==> src/rtl/cpld_uart_bridge.sv <==
`default_nettype none
// ============================================================================
// Module   : cpld_uart_bridge
// Purpose  : valid/ready byte streams <-> CPLD UART rdn/wrn strobes on the
//            shared low byte of the BaseRAM data bus. Optional macro
//            CPLD_UART_RX_FIFO_EN selects a 4-entry rx FIFO.
// Revision : 1.0  initial release
// ============================================================================
module cpld_uart_bridge #(
  parameter int RD_PULSE = 3,
  parameter int WR_SETUP = 1,
  parameter int WR_PULSE = 3,
  parameter int WR_HOLD  = 1
) (
  input  logic       clk,
  input  logic       rst_n,
  input  logic [7:0] tx_data,
  input  logic       tx_valid,
  output logic       tx_ready,
  output logic [7:0] rx_data,
  output logic       rx_valid,
  input  logic       rx_ready,
  output logic       uart_rdn,
  output logic       uart_wrn,
  input  logic       uart_dataready,
  input  logic       uart_tbre,
  input  logic       uart_tsre,
  input  logic [7:0] bus_d_i,
  output logic [7:0] bus_d_o,
  output logic       bus_d_oe,
  output logic       bus_busy
);

  localparam int CNT_W = 8;
  localparam logic [CNT_W-1:0] C_RD_LAST = CNT_W'(RD_PULSE - 1);
  localparam logic [CNT_W-1:0] C_WS_LAST = CNT_W'(WR_SETUP - 1);
  localparam logic [CNT_W-1:0] C_WP_LAST = CNT_W'(WR_PULSE - 1);
  localparam logic [CNT_W-1:0] C_WH_LAST = CNT_W'(WR_HOLD - 1);

  typedef enum logic [2:0] {
    IDLE       = 3'd0,
    RD_STROBE  = 3'd1,
    WR_SETUP_S = 3'd2,
    WR_STROBE  = 3'd3,
    WR_HOLD_S  = 3'd4,
    WAIT_TBRE  = 3'd5,
    WAIT_TSRE  = 3'd6
  } state_t;

  state_t           r_state;
  logic [CNT_W-1:0] r_cnt;
  logic [2:0]       r_sync1;
  logic [2:0]       r_sync2;
  logic [1:0]       r_up;
  logic             w_dataready;
  logic             w_tbre;
  logic             w_tsre;
  logic             w_rx_free;
  logic             w_rx_win;
  logic             w_push;

  // r_up holds off arbitration until the synchronisers carry real samples
  always_ff @(posedge clk or negedge rst_n) begin
    if (!rst_n) begin
      r_sync1 <= '0;
      r_sync2 <= '0;
      r_up    <= '0;
    end else begin
      r_sync1 <= {uart_tsre, uart_tbre, uart_dataready};
      r_sync2 <= r_sync1;
      r_up    <= {r_up[0], 1'b1};
    end
  end

  assign w_dataready = r_sync2[0];
  assign w_tbre      = r_sync2[1];
  assign w_tsre      = r_sync2[2];

  assign w_rx_win = r_up[1] && (r_state == IDLE) && w_dataready && w_rx_free;
  assign tx_ready = r_up[1] && (r_state == IDLE) && !w_rx_win;
  assign w_push   = (r_state == RD_STROBE) && (r_cnt == C_RD_LAST);

  always_ff @(posedge clk or negedge rst_n) begin
    if (!rst_n) begin
      r_state  <= IDLE;
      r_cnt    <= '0;
      uart_rdn <= 1'b1;
      uart_wrn <= 1'b1;
      bus_d_oe <= 1'b0;
      bus_d_o  <= '0;
      bus_busy <= 1'b0;
    end else begin
      r_cnt <= r_cnt + 1'b1;
      case (r_state)
        IDLE: begin
          r_cnt <= '0;
          if (w_rx_win) begin
            r_state  <= RD_STROBE;
            uart_rdn <= 1'b0;
            bus_busy <= 1'b1;
          end else if (tx_valid && tx_ready) begin
            r_state  <= WR_SETUP_S;
            bus_d_o  <= tx_data;
            bus_d_oe <= 1'b1;
            bus_busy <= 1'b1;
          end
        end
        RD_STROBE: begin
          if (r_cnt == C_RD_LAST) begin
            r_state  <= IDLE;
            uart_rdn <= 1'b1;
            bus_busy <= 1'b0;
          end
        end
        WR_SETUP_S: begin
          if (r_cnt == C_WS_LAST) begin
            r_cnt    <= '0;
            r_state  <= WR_STROBE;
            uart_wrn <= 1'b0;
          end
        end
        WR_STROBE: begin
          if (r_cnt == C_WP_LAST) begin
            r_cnt    <= '0;
            r_state  <= WR_HOLD_S;
            uart_wrn <= 1'b1;
          end
        end
        WR_HOLD_S: begin
          if (r_cnt == C_WH_LAST) begin
            r_state  <= WAIT_TBRE;
            bus_d_oe <= 1'b0;
            bus_busy <= 1'b0;
          end
        end
        WAIT_TBRE: begin
          r_cnt <= '0;
          if (w_tbre) r_state <= WAIT_TSRE;
        end
        WAIT_TSRE: begin
          r_cnt <= '0;
          if (w_tsre) r_state <= IDLE;
        end
        default: r_state <= IDLE;
      endcase
    end
  end

`ifdef CPLD_UART_RX_FIFO_EN
  logic [7:0] r_mem [4];
  logic [1:0] r_wr_ptr;
  logic [1:0] r_rd_ptr;
  logic       r_full;
  logic       r_empty;
  logic       w_pop;

  assign w_pop     = !r_empty && rx_ready;
  assign rx_valid  = !r_empty;
  assign rx_data   = r_mem[r_rd_ptr];
  assign w_rx_free = !r_full;

  always_ff @(posedge clk or negedge rst_n) begin
    if (!rst_n) begin
      for (int i = 0; i < 4; i++) r_mem[i] <= '0;
      r_wr_ptr <= '0;
      r_rd_ptr <= '0;
      r_full   <= 1'b0;
      r_empty  <= 1'b1;
    end else begin
      if (w_push) begin
        r_mem[r_wr_ptr] <= bus_d_i;
        r_wr_ptr        <= r_wr_ptr + 2'd1;
      end
      if (w_pop) r_rd_ptr <= r_rd_ptr + 2'd1;
      // push and pop together leave occupancy unchanged
      if (w_push && !w_pop) begin
        r_empty <= 1'b0;
        r_full  <= ((r_wr_ptr + 2'd1) == r_rd_ptr);
      end else if (w_pop && !w_push) begin
        r_full  <= 1'b0;
        r_empty <= ((r_rd_ptr + 2'd1) == r_wr_ptr);
      end
    end
  end
`else
  assign w_rx_free = !rx_valid || rx_ready;

  always_ff @(posedge clk or negedge rst_n) begin
    if (!rst_n) begin
      rx_valid <= 1'b0;
      rx_data  <= '0;
    end else if (w_push) begin
      rx_data  <= bus_d_i;
      rx_valid <= 1'b1;
    end else if (rx_ready) begin
      rx_valid <= 1'b0;
    end
  end
`endif

endmodule

`default_nettype wire
==> config.mk <==
export PLATFORM = sky130hd
export DESIGN_NAME = cpld_uart_bridge
export DESIGN_NICKNAME = d
export VERILOG_FILES = /design/src/rtl/cpld_uart_bridge.sv
export SDC_FILE = /design/constraint.sdc
export NUM_CORES = 1
export LEC_CHECK = 0
export ABC_AREA = 1
export CORE_MARGIN = 8
export CORE_UTILIZATION = 49
export DETAILED_ROUTE_END_ITERATION = 8
export PLACE_DENSITY_LB_ADDON = 0.25
export SLEW_MARGIN = 20
export SYNTH_ARGS = -nofsm -noshare
export SYNTH_HDL_FRONTEND = slang
export SYNTH_SLANG_ARGS = --single-unit
==> constraint.sdc <==
create_clock -name clk -period 2.4 [get_ports clk]
set_clock_uncertainty 0.2 [all_clocks]
set_input_delay 0.48 -clock clk [delete_from_list [all_inputs] [get_ports clk]]
set_output_delay 0.48 -clock clk [all_outputs]
set_load 0.02 [all_outputs]
==> flow_summary.yaml <==
outcome:
  status: "completed"
worst_setup_path:
  reg2regPathDepth: 9
  crit_slowest_cell: "clkdlybuf4s50_1"
  start_kind: "primary input"
  cp-end-kind: "primary output"
  worstReg2RegStart: "r_cnt[0]$_DFF_PN0_"
  cpPeakStageDelay_ps: 450
  crit_buf_inv: 2
  reg2reg_setup_slack_ps: 520
  crit_chain: "clkdlybuf4s50_1 > nor2_1 > nor2_1 > nor3_1 > dlygate4sd2_1"
  required_ps: 1720
  crit_top_cell: "nor2_1"
  path_class: "primary input to primary output"
  cp.arrival_ps: 1610
  crit_family: "buffers and inverters"
  crit_fanout: 3
  crit_start: "rx_ready"
  reg2reg_to: "r_state[0]$_DFFE_PN0P_"
floorplan:
  start_util_pct: 50.98
  die_h_um: 77.95
  fp.dieW_um: 77.95
  die-area_um2: 6076
  io-pin-count: 45
  fp-row-count: 22
  core_area_um2: 3689
yosys:
  synth_xor_area_share_pct: 1.397
  synth_edf_count: 0
  synth.area.top_cells: "dfrtp_1 51%, mux2_4 6.4%, nand2_1 5.0%"
  synth_common_cells: "38 x dfrtp_1, 25 x nand2_1, 21 x nor2_1, 13 x inv_1, 11 x nand3_1"
  synth_top_area_cell: "dfrtp_1"
  syn_inst: 176
  synth.distinct_cells: 32
  synth_flop_cell: "dfrtp_1"
  synth.area.mux_share_pct: 11.18
  synth_top_area_share_pct: 50.57
  avgSynthCellArea_um2: 10.68
  ys_seq_area_share_pct: 53.36
  yosysMostFrequentCell: "dfrtp_1"
  synth_top_family_by_area: "simple AND/OR/NAND/NOR gates"
  syn_area_um2: 1881
  synth-simple-area-share_pct: 21.16
  yosys_warnings: 0
  ys_async_sr_fraction_pct: 100.0
  synth-compound-area-share_pct: 4.923
  ys_ff_latch: 40
  synth_nets: 204
  synth_fa_ha_area_share_pct: 3.327
drt:
  routed_via_density: 5.018
  drtPass1Iterations: 4
  ant_nets: 0
  drt-total-wl_um: 3964
  route.detailed.drc: 0
  post_drt_wl_per_cell_um: 14.21
  vias: 1400
  drt_iter0_drc: 126
final_layout:
  drive_above_1_share_pct: 19.05
  regArea_um2: 1003
  fin_cells: 279
  antenna_cells: 0
  fillerInstances: 292
  nets: 258
  multi_input_area_um2: 793.3
  syn_to_final_growth_pct: 33.33
grt:
  grt_pass1_vias: 1487
  grtUsageMet1_pct: 15.34
  grtUsageMet3_pct: 6.106
  gr-max-usage-layer: "met2"
  antenna_found_initial: 0
  grt_pass1_wl_um: 6796
  grt_max_degree: 41
  met2_usage_pct: 23.31
  overflow: 0
  grt_usage_pct: 14.06
cts:
  cts_root_buf: "clkbuf_8"
  clkTransAtPathRegs_ps: 80
  clk_latency_ps: 300
  cts_buffers: 5
  htreeDepth: 2
  tritoncts: "yes"
  cts-hold-fix-buffers: 0
  cts_sinks: 40
  clk_path_buf_depth: 2
timing:
  final.min_clock_period_ps: 2288
  hold_viol: 0
  fin_crit_sh_pct: 95.35
  maxClockFrequency_ghz: 0.4370
  rsz0062_at_grt: "false"
  maxSlewViolCount: 0
  worst_pin_slew_ps: 500.1
  setup_viol: 0
  max_slew_margin_pct: 66.66
power:
  p_total_mw: 3.143
  ir_drop_mv: 0.7144
  powerDensity_nw_per_um2: 1253
  leakagePower_nw: 1.188
place:
  hpwl_um: 3012
  routabilityCongestion: 0.9299
  io_buffers: 44
  placedCellCount: 271
run:
  cap_violations: 0
min_path:
  hp-class: "primary input to asynchronous set/reset pin"
-- where the power goes --
part           leakage [nW]  internal [mW]  switching (mW)
Clock                0.0541          0.308           0.241
Sequential            0.490          0.890           0.127
Combinational         0.644          0.708           0.869
-- cells in the final DEF (no fill, tap or decap), types with 2 or more instances in the layout --
cell type / instances
clkbuf_8: 5
nor3b_2: 2
a21oi_1: 5
nor2_1: 21
inv_2: 5
clkdlybuf4s50_1: 42
o21bai_1: 2
dfstp_2: 2
mux2_4: 8
dfrtp_1: 38
nand3_1: 11
o21ai_1: 3
o21ai_0: 3
nand2_1: 25
inv_1: 13
nand2_2: 3
ha_1: 5
xor2_1: 2
nor3_2: 2
nor2_4: 4
nand4_1: 2
buf_4: 5
mux2_1: 8
-- how the worst max path moves through the flow --
stage                           to  slack [ps]  cells past startpoint
after floorplan           tx_ready         520                      4
after global placement    tx_ready        -150                      5
after detailed placement  tx_ready        -190                      5
after CTS                 tx_ready         100                      5
after global routing      tx_ready          90                      5
final                     tx_ready         110                      5
-- layer usage --
layer  vias up  part of all wire, %
met5         -                    0
met4         0                  1.6
met3         6                  7.4
met2        38                   50
met1       677                   41
li1        679                    -
-- state kept, by name, summed over array words and instances, names as in the netlist --
name	cells
bus_d_o	8
r_cnt	8
rx_data	8
r_state	3
r_sync1	3
r_sync2	3
r_up	2
bus_busy	1
bus_d_oe	1
rx_valid	1
uart_rdn	1
uart_wrn	1
-- logic make-up (layout without fill, tap and decap cells) --
logic type      Yosys count  after routing
buf+inv                  20             75
other cells               1              1
compound gates           16             16
simple gates             75             75
fa+ha+maj                 5              5
flops                    40             40
mux                      16             16
xor+xnor                  3              3
-- per-stage QoR --
stage               cell area [um^2]  utilization [%]  TNS (ps)  worst slack [ps]  hold WS, ps
floorplan                       1881                -         0             524.0       -15.59
global placement                2397            64.99    -146.2            -146.2        131.2
detailed placement              2397            64.99    -189.0            -189.0        134.7
CTS                             2507            67.98         0             97.96        50.06
global route                    2507            67.98         0             85.49        76.41
finish                          2507            67.98         0             111.5        33.85
-- layout make-up --
cell class | count | share of cell area (%)
flip-flops and latches | 40 | 40.02
multi-input cells | 116 | 31.64
well taps | 48 | 2.395
clock inverters | 3 | 1.697
inverters | 18 | 2.695
repair buffers | 49 | 18.81
clock buffers | 5 | 2.745
-- worst reg2reg max path, cell delays in order (launching register included) --
cell	delay, ps
dfrtp_1	410
inv_1	90
ha_1	150
nand2_1	90
nor2_1	230
nor2_1	90
a21oi_2	250
nand2_2	120
nand2_1	80
nand2_1	60
-- timing repair --
item,CTS,global route
resized for setup,1,0
buffers inserted,0,0
endpoints found under the setup margin,1,0
No activity file was read; power rests on OpenSTA's default activity.
